[config.mk]
export PLATFORM = sky130hd
export DESIGN_NAME = imem_dmem_arbiter
export DESIGN_NICKNAME = d
export VERILOG_FILES = /design/src/rtl/imem_dmem_arbiter.sv
export SDC_FILE = /design/constraint.sdc
export NUM_CORES = 1
export LEC_CHECK = 0
export CAP_MARGIN = 40
export CORE_MARGIN = 10
export CORE_UTILIZATION = 20
export DETAILED_ROUTE_END_ITERATION = 12
export PLACE_DENSITY = 0.87
export SLEW_MARGIN = 40
export SYNTH_ARGS = -nofsm -noshare
export SYNTH_HDL_FRONTEND = slang
export SYNTH_SLANG_ARGS = --single-unit
[constraint.sdc]
create_clock -name clk -period 2.2 [get_ports clk]
set_clock_uncertainty 0.1 [all_clocks]
set_input_delay 0.55 -clock clk [delete_from_list [all_inputs] [get_ports clk]]
set_output_delay 0.55 -clock clk [all_outputs]
set_load 0.005 [all_outputs]
[src/rtl/imem_dmem_arbiter.sv]
// Round-robin arbiter sharing one single-ported memory between instruction fetch and load/store.
// One transaction at a time; read data returns MEM_LAT cycles after the grant.
module imem_dmem_arbiter #(
  parameter int AW      = 32,
  parameter int DW      = 32,
  parameter int MEM_LAT = 1
) (
  input  logic            clk,
  input  logic            reset,
  input  logic            i_req,
  input  logic [AW-1:0]   i_addr,
  output logic            i_gnt,
  output logic            i_rvalid,
  output logic [DW-1:0]   i_rdata,
  input  logic            d_req,
  input  logic            d_we,
  input  logic [AW-1:0]   d_addr,
  input  logic [DW-1:0]   d_wdata,
  input  logic [DW/8-1:0] d_wmask,
  output logic            d_gnt,
  output logic            d_rvalid,
  output logic [DW-1:0]   d_rdata,
  output logic            mem_en,
  output logic            mem_we,
  output logic [AW-1:0]   mem_addr,
  output logic [DW-1:0]   mem_wdata,
  output logic [DW/8-1:0] mem_wmask,
  input  logic [DW-1:0]   mem_rdata,
  output logic            busy
);

  typedef enum logic {IDLE, RD_WAIT} state_t;
  typedef enum logic {SRC_INSTR, SRC_DATA} src_t;

  localparam logic [2:0] LAT = 3'(MEM_LAT);

  state_t     state;
  src_t       owner;
  src_t       last_grant;
  logic [2:0] lat_cnt;

  logic rd_final;
  logic can_grant;
  logic pick_i;
  logic rd_grant;

  // The last RD_WAIT cycle doubles as a grant slot so MEM_LAT=1 reads stream one per cycle.
  assign rd_final  = (state == RD_WAIT) && (lat_cnt == 3'd1);
  assign can_grant = !reset && ((state == IDLE) || rd_final);
  assign pick_i    = i_req && (!d_req || (last_grant == SRC_DATA));

  assign i_gnt    = can_grant && pick_i;
  assign d_gnt    = can_grant && d_req && !pick_i;
  assign rd_grant = i_gnt || (d_gnt && !d_we);

  assign i_rvalid = !reset && rd_final && (owner == SRC_INSTR);
  assign d_rvalid = !reset && rd_final && (owner == SRC_DATA);
  assign i_rdata  = i_rvalid ? mem_rdata : '0;
  assign d_rdata  = d_rvalid ? mem_rdata : '0;
  assign busy     = !reset && (state == RD_WAIT);

  always_comb begin
    mem_en    = 1'b0;
    mem_we    = 1'b0;
    mem_addr  = '0;
    mem_wdata = '0;
    mem_wmask = '0;
    if (i_gnt) begin
      mem_en   = 1'b1;
      mem_addr = i_addr;
    end else if (d_gnt) begin
      mem_en   = 1'b1;
      mem_addr = d_addr;
      if (d_we) begin
        mem_we    = 1'b1;
        mem_wdata = d_wdata;
        mem_wmask = d_wmask;
      end
    end
  end

  always_ff @(posedge clk) begin
    if (reset) begin
      state      <= IDLE;
      lat_cnt    <= 3'd0;
      owner      <= SRC_INSTR;
      last_grant <= SRC_DATA;
    end else begin
      if (i_gnt) begin
        last_grant <= SRC_INSTR;
      end else if (d_gnt) begin
        last_grant <= SRC_DATA;
      end

      if (rd_grant) begin
        state   <= RD_WAIT;
        lat_cnt <= LAT;
        owner   <= i_gnt ? SRC_INSTR : SRC_DATA;
      end else if (state == RD_WAIT) begin
        if (lat_cnt == 3'd1) begin
          state   <= IDLE;
          lat_cnt <= 3'd0;
        end else begin
          lat_cnt <= lat_cnt - 3'd1;
        end
      end
    end
  end

endmodule

== Word-level counts from Yosys, hierarchy flattened ==
Cells that the tools add are included.

* Register bits: 6
* Logic and storage cells: 54

* $add $sub $neg: 1
* Equality and inequality tests: 1
* Mux-type cells: 24
* Bitwise gates (word level): 2
* Reductions and logical operators: 21

{| class="wikitable"
|+ Operators by type and width
! operator !! number
|-
| two-way mux 32 bit || 7
|-
| two-way mux 1 bit || 13
|-
| two-way mux 4 bit || 3
|-
| logical AND 1 bit || 11
|-
| logical NOT 1 bit || 4
|-
| nonzero test 2 bit || 2
|-
| == test 3 x 1 -> 1 bit (second input constant) || 1
|-
| logical OR 1 bit || 3
|-
| two-way mux 3 bit || 1
|-
| subtractor 3 x 1 -> 3 bit (second input constant) || 1
|-
| inverter 1 bit || 2
|-
| OR reduction 2 bit || 1
|}

== Logic depth before layout (Yosys ltp) ==
* Word-level depth: 9
* Gate-level depth with buffers: 7
* Mapped depth without buffers: 5

== Worst setup path before layout ==
No wires, ideal clock.

* Path type: input to output
* Start point: input i_req
* End point: output mem_wdata[10]
* Arrival time: 1547 ps
* Slack: 3 ps
* Stages on the path: 6
* Buffers on the path: 3
* Cell sequence: buf_2 > a21bo_1 > a211oi_2 > buf_4 > buf_6 > and3_1

* Longest elaborated chain between the ends: 5

{| class="wikitable"
|+ RTL lines
! element !! line !! source
|-
| from (decl) || 10 || <nowiki>input logic i_req,</nowiki>
|-
| logical AND 1 bit * || 50 || <nowiki>assign pick_i = i_req && (!d_req || (last_grant == SRC_DATA));</nowiki>
|-
| logical NOT 1 bit || 53 || <nowiki>assign d_gnt = can_grant && d_req && !pick_i;</nowiki>
|-
| logical AND 1 bit || 53 ||
|-
| two-way mux 32 bit || 71 || <nowiki>end else if (d_gnt) begin</nowiki>
|-
| two-way mux 32 bit * || 68 || <nowiki>if (i_gnt) begin</nowiki>
|-
| to (decl) || 26 || <nowiki>output logic [DW-1:0] mem_wdata,</nowiki>
|}

Mark *: on every way between the ends. The rest lies on a longest branch, timed or not.

== Worst setup path after layout ==
* Start point: input reset
* End point: output mem_wdata[22]

* Longest elaborated chain between the ends: 6

{| class="wikitable"
|+ RTL lines
! element !! line !! source
|-
| from (decl) || 9 || <nowiki>input logic reset,</nowiki>
|-
| logical NOT 1 bit * || 49 || <nowiki>assign can_grant = !reset && ((state == IDLE) || rd_final);</nowiki>
|-
| logical AND 1 bit * || 49 ||
|-
| logical AND 1 bit (2 in a row) || 53 ||
|-
| two-way mux 32 bit || 71 ||
|-
| two-way mux 32 bit * || 68 ||
|}

Marks and branches as above.

==> impl_metrics.py <==
metrics = {
    "clock_network": {
        "htree_levels": 1,
        "cts_sinks": 6,
        "clockRootBuffer": "clkbuf_8",
        "clk-insertion-delay-late_ns": 0.22,
        "cts_buffers": 3,
        "cts_tree": "built",
        "cts_buffer_depth": 2,
        "hold_buffers": 0,
        "clkTransAtPathRegs_ns": 0.04,
    },
    "sta": {
        "fmax_mhz": 406,
        "period_share_pct": 112,
        "rsz0062_at_grt": "yes",
        "finalWorstSetupSlack_ns": -0.260,
        "hold_viol": 0,
        "worst_pin_slew_ns": 0.337,
        "hold-worst-slack_ns": 0.399,
        "setup_viol": 108,
        "relSlewSlack_pct": 77.6,
        "period_minus_slack_ns": 2.46,
        "drv_slew": 0,
    },
    "final_layout": {
        "final_nets": 704,
        "seqCellArea_um2": 124,
        "multi_input_area_um2": 1650,
        "antenna_cells": 0,
        "fillers": 591,
        "final_core_util_pct": 68.7,
        "stdcell_count": 665,
        "area_growth_pct": 229,
        "drive_above_1_share_pct": 50.4,
    },
    "floorplanning": {
        "initial_core_util_pct": 20.8,
        "rows": 32,
        "design.core.area_um2": 7810,
        "pin_count": 276,
        "die_y_um": 110,
        "die_area_um2": 12100,
        "chipWidth_um": 110,
    },
    "drt": {
        "via_per_inst": 5.14,
        "drt_iter0_drc": 149,
        "wl_per_cell_um": 22.8,
        "drc": 0,
        "wl_um": 15200,
        "drtAntennaViolNets": 0,
        "via_count": 3416,
        "drt_first_pass_iters": 4,
    },
    "yosys": {
        "syn-cell-area_um2": 1630,
        "yosysWarnings": 0,
        "yosys.cell_types.count": 32,
        "ys_ff_latch": 6,
        "ys_async_sr_fraction_pct": 0,
        "synth_edf_count": 0,
        "postSynthCellCount": 249,
        "synth.net_count": 388,
        "ys.flop_type": "dfxtp_1",
        "synth.avg_cell_area_um2": 6.54,
        "seq_area_frac_synth_pct": 7.38,
    },
    "worst_setup_path": {
        "worstSetupPathType": "in2out",
        "crit_required_ns": 1.55,
        "start_kind": "primary input",
        "arrival_ns": 1.81,
        "cp_max_fo": 4,
        "reg2reg_slack_ns": 0.59,
        "cp-end-kind": "output pin",
    },
    "place": {
        "place.detailed.instances": 614,
        "place_congestion": 0.897,
        "hpwlAfterDp_um": 10200,
        "io_buffer_count": 275,
    },
    "outcome": {
        "status": "finished, violations left",
        "violations": "setup timing",
    },
    "grt": {
        "grt_pass1_vias": 3587,
        "gr-usage-all-layers_pct": 21.3,
        "grt_max_degree": 40,
        "grt_pass1_wl_um": 20600,
        "antenna_found_initial": 0,
        "grt_overflow": 0,
    },
    "power_and_ir_drop": {
        "p_leak_uw": 0.00269,
        "vdd_ir_drop_max_mv": 0.231,
        "power_density_nw_per_um2": 233,
    },
    "job": {
        "max-cap-violations": 0,
    },
    "hold_path": {
        "hp-class": "reg2reg",
    },
}
layout by cell type, fill, tap and decap left out, types with 10 or more instances in the layout:
cell and n:
clkdlybuf4s50_1 133, buf_2 90, buf_6 66, and3_1 62, and3_4 38, nor2_1 35
a32oi_1 23, buf_4 23, buf_12 13, buf_16 10
final cells by class:
cell class / instances / area share [%]
clock buffer: 3 / 0.770
inverter: 5 / 0.350
multi-input combinational: 200 / 30.7
sequential: 6 / 2.31
tap: 102 / 2.38
timing repair buffer: 349 / 63.5
flip-flops by register name, summed over array words and instances, names as in the netlist:
signal,flops
lat_cnt,3
state,1
last_grant,1
owner,1
where the power goes:
| group | internal, uW | switching, uW | leakage [uW] |
|---|---|---|---|
| Clock | 118 | 51.8 | 0.0000216 |
| Sequential | 121 | 8.09 | 0.0000499 |
| Combinational | 589 | 362 | 0.00262 |
worst max-delay path, stage by stage:
cell and delay (ns):
buf_2 0.13, buf_4 0.15, a211oi_4 0.23, buf_6 0.14, buf_6 0.10, buf_12 0.12, clkbuf_16 0.13, and3_1 0.15
buf_2 0.11
cell families (layout without fill, tap and decap cells):
logic type / after synthesis / count (layout) / share of synthesized area, %
AOI/OAI and AO/OA: 47 / 47 / 24.9
buffers and inverters: 43 / 357 / 12.7
DFF: 6 / 6 / 7.38
and+or+nand+nor: 151 / 151 / 53.5
adders and majority gates: 2 / 2 / 1.54
per-stage QoR:
step | setup TNS (ns) | setup slack [ns] | power [uW] | instance area (um2)
2_1_floorplan | 0 | 0.00347 | 364 | 1630
3_3_place_gp | -104.88 | -0.918 | 854 | 4610
3_5_place_dp | -107.26 | -0.931 | 874 | 4610
4_1_cts | -20.71 | -0.339 | 1220 | 5130
5_1_grt | -21.80 | -0.335 | 1310 | 5360
6_report | -13.70 | -0.260 | 1250 | 5360
routing by layer:
metal / global-route usage, % / share of wire, %
met1: 20.9 / 35
met2: 42.9 / 55
met3: 5.80 / 7.5
met4: 4.22 / 2.6
met5: 0 / 0
cell usage after synthesis, drive strengths merged (2+ instances only):
library cell  number  area (um2)
and3             100         626
nor2              37         139
a32oi             32         280
clkbuf            25        98.9
buf               13        88.8
dfxtp              6         120
inv                5        18.8
and2               3        18.8
nand2              3        11.3
nand2b             3        21.3
a21o               2        15.0
a31oi              2        12.5
ha                 2        25.0
nand3b             2        15.0
o2111ai            2        17.5
final timing paths:
kind | endpoint | start | depth (start not counted)
min reg2reg | lat_cnt[1]$_SDFFE_PP0P_ | lat_cnt[1]$_SDFFE_PP0P_ | 2
min | lat_cnt[1]$_SDFFE_PP0P_ | lat_cnt[1]$_SDFFE_PP0P_ | 2
max | mem_wdata[22] | reset | 9
max reg2reg | owner$_SDFFE_PP0P_ | lat_cnt[1]$_SDFFE_PP0P_ | 7
what timing repair did:
item	4_1_cts	5_1_grt
hold endpoints to repair	0	0
resized for setup	628	95
pin swaps	40	25
endpoints found under the setup margin	139	138
gates cloned	17	2
setup buffers	37	3
No activity file was read; power rests on OpenSTA's default activity.
